$ cat src/rtl/data_memory_pipelined.sv
// Synchronous single-port data memory for the MEM stage: valid/ready requests,
// byte-enable stores, range checking, LAT-cycle read pipeline and a zero-fill after reset.
module data_memory_pipelined #(
    parameter int DATA_W = 16,
    parameter int ADDR_W = 16,
    parameter int DEPTH  = 128,
    parameter int LAT    = 1
) (
    input  logic                  clk,
    input  logic                  rst_n,
    input  logic                  req_valid,
    output logic                  req_ready,
    input  logic                  req_we,
    input  logic [ADDR_W-1:0]     req_addr,
    input  logic [DATA_W-1:0]     req_wdata,
    input  logic [DATA_W/8-1:0]   req_be,
    output logic                  rsp_valid,
    output logic [DATA_W-1:0]     rsp_rdata,
    output logic                  rsp_err,
    output logic                  busy
);

    localparam int NB    = DATA_W / 8;
    localparam int CNT_W = (DEPTH > 1) ? $clog2(DEPTH) : 1;

    localparam logic ST_INIT  = 1'b0;
    localparam logic ST_READY = 1'b1;

    localparam logic [CNT_W-1:0] CNT_LAST  = CNT_W'(DEPTH - 1);
    // One extra bit so DEPTH itself is representable even when DEPTH == 2**ADDR_W.
    localparam logic [ADDR_W:0]  DEPTH_EXT = (ADDR_W + 1)'(DEPTH);

    logic                 state_r;
    logic [CNT_W-1:0]     cnt_r;
    logic [DATA_W-1:0]    mem_r [DEPTH];

    logic                 accept_s;
    logic                 in_range_s;
    logic [CNT_W-1:0]     idx_s;
    logic [DATA_W-1:0]    rd_s;

    logic [LAT-1:0]       vld_r;
    logic [LAT-1:0]       err_r;
    logic [DATA_W-1:0]    dat_r [LAT];

    // Request decode: accept qualification, full-width range check, read mux.
    always_comb begin
        accept_s   = req_valid && (state_r == ST_READY);
        in_range_s = ({1'b0, req_addr} < DEPTH_EXT);
        idx_s      = req_addr[CNT_W-1:0];
        if (in_range_s && !req_we) begin
            rd_s = mem_r[idx_s];
        end else begin
            rd_s = {DATA_W{1'b0}};
        end
    end

    // Clear-sequence FSM: walk every word once, then stay ready until reset.
    always_ff @(posedge clk or negedge rst_n) begin
        if (!rst_n) begin
            state_r <= ST_INIT;
            cnt_r   <= {CNT_W{1'b0}};
        end else begin
            case (state_r)
                ST_INIT: begin
                    cnt_r <= cnt_r + CNT_W'(1);
                    if (cnt_r == CNT_LAST) begin
                        state_r <= ST_READY;
                    end
                end
                ST_READY: state_r <= ST_READY;
                default:  state_r <= ST_INIT;
            endcase
        end
    end

    // RAM array: zero-fill during INIT, byte-masked in-range stores afterwards.
    always_ff @(posedge clk) begin
        if (state_r == ST_INIT) begin
            mem_r[cnt_r] <= {DATA_W{1'b0}};
        end else if (accept_s && req_we && in_range_s) begin
            for (int b = 0; b < NB; b++) begin
                if (req_be[b]) begin
                    mem_r[idx_s][8*b +: 8] <= req_wdata[8*b +: 8];
                end
            end
        end
    end

    // Response pipeline: stage 0 captures at accept, LAT-1 further stages follow.
    always_ff @(posedge clk or negedge rst_n) begin
        if (!rst_n) begin
            vld_r <= {LAT{1'b0}};
            err_r <= {LAT{1'b0}};
            for (int i = 0; i < LAT; i++) begin
                dat_r[i] <= {DATA_W{1'b0}};
            end
        end else begin
            vld_r[0] <= accept_s;
            err_r[0] <= accept_s && !in_range_s;
            dat_r[0] <= accept_s ? rd_s : {DATA_W{1'b0}};
            for (int i = 1; i < LAT; i++) begin
                vld_r[i] <= vld_r[i-1];
                err_r[i] <= err_r[i-1];
                dat_r[i] <= dat_r[i-1];
            end
        end
    end

    assign req_ready = (state_r == ST_READY);
    assign busy      = (state_r == ST_INIT);
    assign rsp_valid = vld_r[LAT-1];
    assign rsp_err   = err_r[LAT-1];
    assign rsp_rdata = dat_r[LAT-1];

endmodule

$ cat config.mk
export PLATFORM = sky130hd
export DESIGN_NAME = data_memory_pipelined
export DESIGN_NICKNAME = d
export VERILOG_FILES = /design/src/rtl/data_memory_pipelined.sv
export SDC_FILE = /design/constraint.sdc
export NUM_CORES = 2
export LEC_CHECK = 0
export CAP_MARGIN = 40
export CORE_ASPECT_RATIO = 1.75
export CORE_MARGIN = 5
export CORE_UTILIZATION = 55
export DETAILED_ROUTE_END_ITERATION = 10
export PLACE_DENSITY = 0.71
export SETUP_SLACK_MARGIN = 0.2
export SLEW_MARGIN = 20
export SYNTH_ARGS = -nofsm -noshare
export SYNTH_HDL_FRONTEND = slang
export SYNTH_SLANG_ARGS = --single-unit
$ cat constraint.sdc
create_clock -name clk -period 4.65 [get_ports clk]
set_input_delay 0.6975 -clock clk [delete_from_list [all_inputs] [get_ports clk]]
set_output_delay 0.6975 -clock clk [all_outputs]
set_load 0.005 [all_outputs]
Yosys cells after proc, flatten, opt, wreduce, memory -nomap -nowiden. Memory sizes are Yosys's and may differ from the RTL's. Index checks and enable logic that the tools add are counted.

Register bits after elaboration: 26. RAM bits: 2048. Output and inout bits: 20. Memories kept: 1. Bits of input ports: 38.

Memory list: mem_r (words 128, bits a word 16, rd ports 1, clocked after memory_dff 0, write ports 1, RTL line 35) `logic [DATA_W-1:0] mem_r [DEPTH];`.

Multiplexer cells: 16. Equal/unequal tests: 1. $lt $le $gt $ge: 1. Add/sub/neg operators: 1. Reductions and logical operators: 8. Bitwise logic cells: 1.

Operators with widths (count): $mux W16 (3); $lt A16 B8 Y1 const B (1); $reduce_or A16 Y1 (1); $mux W1 (10); $add A7 B1 Y7 const B (1); $eq A7 B7 Y1 const B (1); $mux W7 (1); $logic_and A1 B1 Y1 (5); $logic_not A1 Y1 (2); $mux W2 (1); $pmux W1 S2 (1); $not A1 Y1 (1).

Longest topological paths before layout.
Depth after elaboration: 8. Depth in mapped cells: 11.

Least setup slack after synthesis. OpenSTA, ideal clock, no wires.

Path type: input port to flip-flop. Start point: input req_addr[14]. End point: memory mem_r[0][10] (data pin). Data required time: 4.113 ns. Setup time: 0.537 ns. Arrival time: 3.541 ns. Setup slack: 0.572 ns. Cell stages on the path: 6. Cells stage by stage: nor3_1 > and3_1 > buf_2 > clkbuf_1 > clkbuf_1 > and3_1.

Word-level cells in the longest chain between the ends: 7. Elaborated cells between the ends (all ways): 10.

RTL lines: start, declared (RTL line 14) `input logic [ADDR_W-1:0] req_addr,`; $lt A16 B8 Y1 * (RTL line 49) `in_range_s = ({1'b0, req_addr} < DEPTH_EXT);`; $logic_and A1 B1 Y1 * (RTL line 81) `end else if (accept_s && req_we && in_range_s) begin`; $mux W1 (RTL line 81); $mux W1 (RTL line 79) `if (state_r == ST_INIT) begin`; $mux W1 (not written as such) (RTL line 84) `mem_r[idx_s][8*b +: 8] <= req_wdata[8*b +: 8];`; $reduce_or A16 Y1 (no source line) *; $mux W16 (no source line) *; end, declared (RTL line 35).

Every way passes the cells marked *; elsewhere a longest branch is shown, timed or not.

Worst setup path after layout.
Start point: register state_r, in the netlist req_ready. End point: memory mem_r[76][5] (enable).

Word-level cells in the longest chain between the ends: 8. Elaborated cells between the ends (all ways): 13.

RTL lines: start, declared (RTL line 33) `logic state_r;`; start signal, assigned (RTL line 61) `state_r <= ST_INIT;`; start signal, assigned (RTL line 68) `state_r <= ST_READY;`; start signal, assigned (RTL line 71) `ST_READY: state_r <= ST_READY;`; $logic_and A1 B1 Y1 (RTL line 48) `accept_s = req_valid && (state_r == ST_READY);`; $logic_and A1 B1 Y1 (2 in series) (RTL line 81); $mux W1 (RTL line 81); $mux W1 (RTL line 79); $mux W1 (not written as such) (RTL line 84); $reduce_or A16 Y1 (no source line); $mux W7 (no source line) or $mux W2 (tied branches).

Parallel ways exist; a longest one is shown, timed or not.

==> metrics.txt <==
wire length after detailed routing just over 200 mm; sinks on the clock net approximately 2100; worst hold path class input pin to async pin; post-cts gate resize count 0; die width 301.0 µm; Starting Density 0.5513; standard cell core area approximately 150000 µm²; cell-by-cell listing of the critical path o2111a_1 -> nand4_4 -> buf_4 -> mux2i_1 -> nor2_1 -> buf_4 -> nand2_1 -> nor2_1; post-route setup TNS 0 ps; asr flop ratio synth 0.01254; floorplan row count 187; TritonCTS clock tree built; f_max ~260 MHz; Routed Antenna Nets 0; number of nets produced by synthesis 4476; total standard cell area after synthesis slightly above 80000 µm²; port buffer count 57; run status finished, final reports clean; critical-path maximum fanout 19; crit path DAT around 4200 ps; Yosys Warn Count 0; fraction of the yosys area taken by sequential cells 0.7624; master of the slowest instance on the critical path nor2_1; hold violation total from the final report 0; critical path launch point type register; I/O pin total 58; final worst path period share 0.8208; clock latency of the later-clocked register in the worst-skew pair 790 ps; layout-stage area growth over the synthesis result 13.07%; post-detailed-route wirelength per cell roughly 30 µm; share of final-layout standard cells stronger than drive strength 1 0.1795; total of flip-flops plus latches after synthesis approximately 2100; Total Nets Final ~4800; Syn Area/Cell approximately 18 µm²; Total Die Area approximately 160000 µm²; average via count per standard cell 6.262; number of pins exceeding their max-slew limit in the final report 0; footprint of the flip-flops and latches 62150 µm²; library cell used as clock root buffer clkbuf_16; slew at the pin with the worst max-slew slack 928.1 ps; DR pass1 iterations 5; maximum number of pins on one net before global-route repair 129; wire length of the first global-routing pass about 300 mm; DP Wirelength between 100 and 150 mm; leakage 26.63 nW; routed via count ~43000; overflow left after global routing 0; depth of the CTS H-tree 4; type of the worst setup path register to register; number of antenna violations at the first check in global routing 7; Setup Skew 26.01 ps; Clock transition at path regs 70 ps; Hold WS between 200 and 250 ps; maximum ir drop on the vdd rail ~0.34 mV; number of DRC violations after detailed-routing iteration 0 between 4000 and 5000; number of enable flip-flop cells after synthesis ~2000; number of CTS-inserted buffers between 150 and 200; final critical delay including setup and external delays about 3800 ps; global-route total usage across every layer 0.2632; setup violators final 0; Multi-input gate area 18140 µm²; Relative slew margins 0.3775; final weighted congestion of routability-driven global placement 0.9574; Pwr Density 384.4 nW/µm²; Max Cap Viol 0; type of element capturing the critical path register; Crit path largest cell delay 650 ps; total setup buffers inserted after CTS 0; setup slack of the most critical reg-to-reg path roughly 830 ps; Fill cells 10260; hold buffers post-CTS 1; gate count of the mapped netlist 4437; required time at the endpoint of the critical path 5070 ps; unrepaired setup endpoints after global routing false; vias in the first global route around 44000; DRC violations left 0; count of unique library cells instantiated by Yosys 58; die boundary height approximately 520 µm; Synth Flop Type edfxtp_1; clock buffer depth 3
==> worst paths after layout <==
path                            cells past startpoint                 start                      to
worst max register to register                      8   req_ready$_DFF_PN0_  mem_r[76][5]$_DFFE_PP_
worst min register to register                      1  cnt_r[4]$_DFFE_PN0N_    cnt_r[4]$_DFFE_PN0N_
worst min-delay path                                2                 rst_n     rsp_valid$_DFF_PN0_
min in group clk                                    1  cnt_r[4]$_DFFE_PN0N_    cnt_r[4]$_DFFE_PN0N_
worst max-delay path                                8   req_ready$_DFF_PN0_  mem_r[76][5]$_DFFE_PP_
max in group asynchronous                           3                 rst_n    cnt_r[3]$_DFFE_PN0N_
==> flip-flops by register name (all words and copies together) (netlist names) <==
name	flops
rsp_err	1
mem_r	2048
rsp_rdata	16
rsp_valid	1
cnt_r	7
req_ready	1
==> critical path, delay by kind of cell, from the launching register on <==
kind                   cells  cell delay [ps]
multiplexers               1              180
AO/OA/AOI/OAI              1              340
buffers and inverters      2              570
AND/OR/NAND/NOR            4             1720
flip-flops                 1              610
==> synthesized netlist by cell type (9+ instances only) <==
cell type	count	area, µm²
edfxtp_1	2048	61500
mux2i_1	696	6967
nor2_1	294	1104
a22oi_1	289	2170
mux4_2	189	4257
nand2_1	156	585.6
nand3_1	110	550.5
clkbuf_1	100	375.4
a21oi_1	93	465.5
buf_2	65	325.3
buf_4	53	397.9
a31oi_1	39	244.0
o22ai_1	33	206.5
buf_1	27	101.4
nor3_1	27	135.1
a211oi_1	26	195.2
dfrtp_1	26	650.6
and3_1	25	156.4
nand4_1	18	112.6
nand2_2	11	68.82
o21ai_0	10	50.05
buf_6	9	101.4
==> placed cells by master, fill, tap and decap left out, types with 14 or more instances in the layout <==
cell	synthesis	final
a211oi_1	26	26
mux2i_1	696	696
edfxtp_1	2048	2048
a22oi_1	289	289
nand2_1	156	156
mux4_2	189	189
clkbuf_1	100	30
bufinv_16	0	14
nand4_1	18	18
clkdlybuf4s50_1	0	52
buf_12	0	40
dfrtp_1	26	26
clkinv_2	0	34
a21oi_1	93	93
buf_4	53	333
nor2_1	294	293
o22ai_1	33	33
nand3_1	110	110
clkinv_1	0	28
nor3_1	27	24
a31oi_1	39	39
and3_1	25	15
clkbuf_16	0	177
and3_4	0	16
==> per-layer routing <==
| layer | vias to the layer above | track usage | wire length, µm |
|---|---|---|---|
| li1 | 18480 | - | - |
| met1 | 22300 | 0.3219 | 73200 |
| met2 | 1987 | 0.4577 | 107500 |
| met3 | 470 | 0.04350 | 14480 |
| met4 | 8 | 0.1271 | 11980 |
| met5 | - | 0 | 88 |
==> where the power goes <==
group / internal [mW] / switching, mW / total (mW)
sequential: 20.2 / 0 / 20.2
clock: 7.83 / 6.44 / 14.3
combinational: 0.335 / 0.634 / 0.968
==> through the flow <==
step	setup WS (ps)	area [µm²]	cells	utilization	total power, mW
floorplan	571.9	81520	4437	-	21.21
global placement	361.7	86610	6590	0.5857	21.56
detailed placement	200.3	86650	6593	0.5860	21.57
CTS	875.6	92140	6902	0.6231	35.58
global route	676.7	92170	6905	0.6233	36.37
finish	833.1	92180	6907	0.6234	35.44
==> cell type report <==
class / count / share of cell area
clock inverter: 96 / 0.009488
inverter: 4 / 0.0001629
timing repair buffer: 431 / 0.04222
sequential: 2074 / 0.6742
antenna: 3 / 0.00008144
tap: 1984 / 0.02693
multi-input combinational: 2103 / 0.1969
clock buffer: 212 / 0.05002
==> cell families (layout without fill, tap and decap cells) <==
logic type                 count (synthesis)  after routing  synth area share
buffers and inverters                    260            743           0.01645
AOI/OAI and AO/OA                        508            508           0.04290
xor gates and xnor gates                   6              6         0.0006446
muxes                                    897            897            0.1396
DFF                                     2074           2074            0.7624
and+or+nand+nor                          691            691           0.03783
adders and majority gates                  1              1         0.0001535
other                                      0              3                 0
No activity file was read; power rests on OpenSTA's default activity.
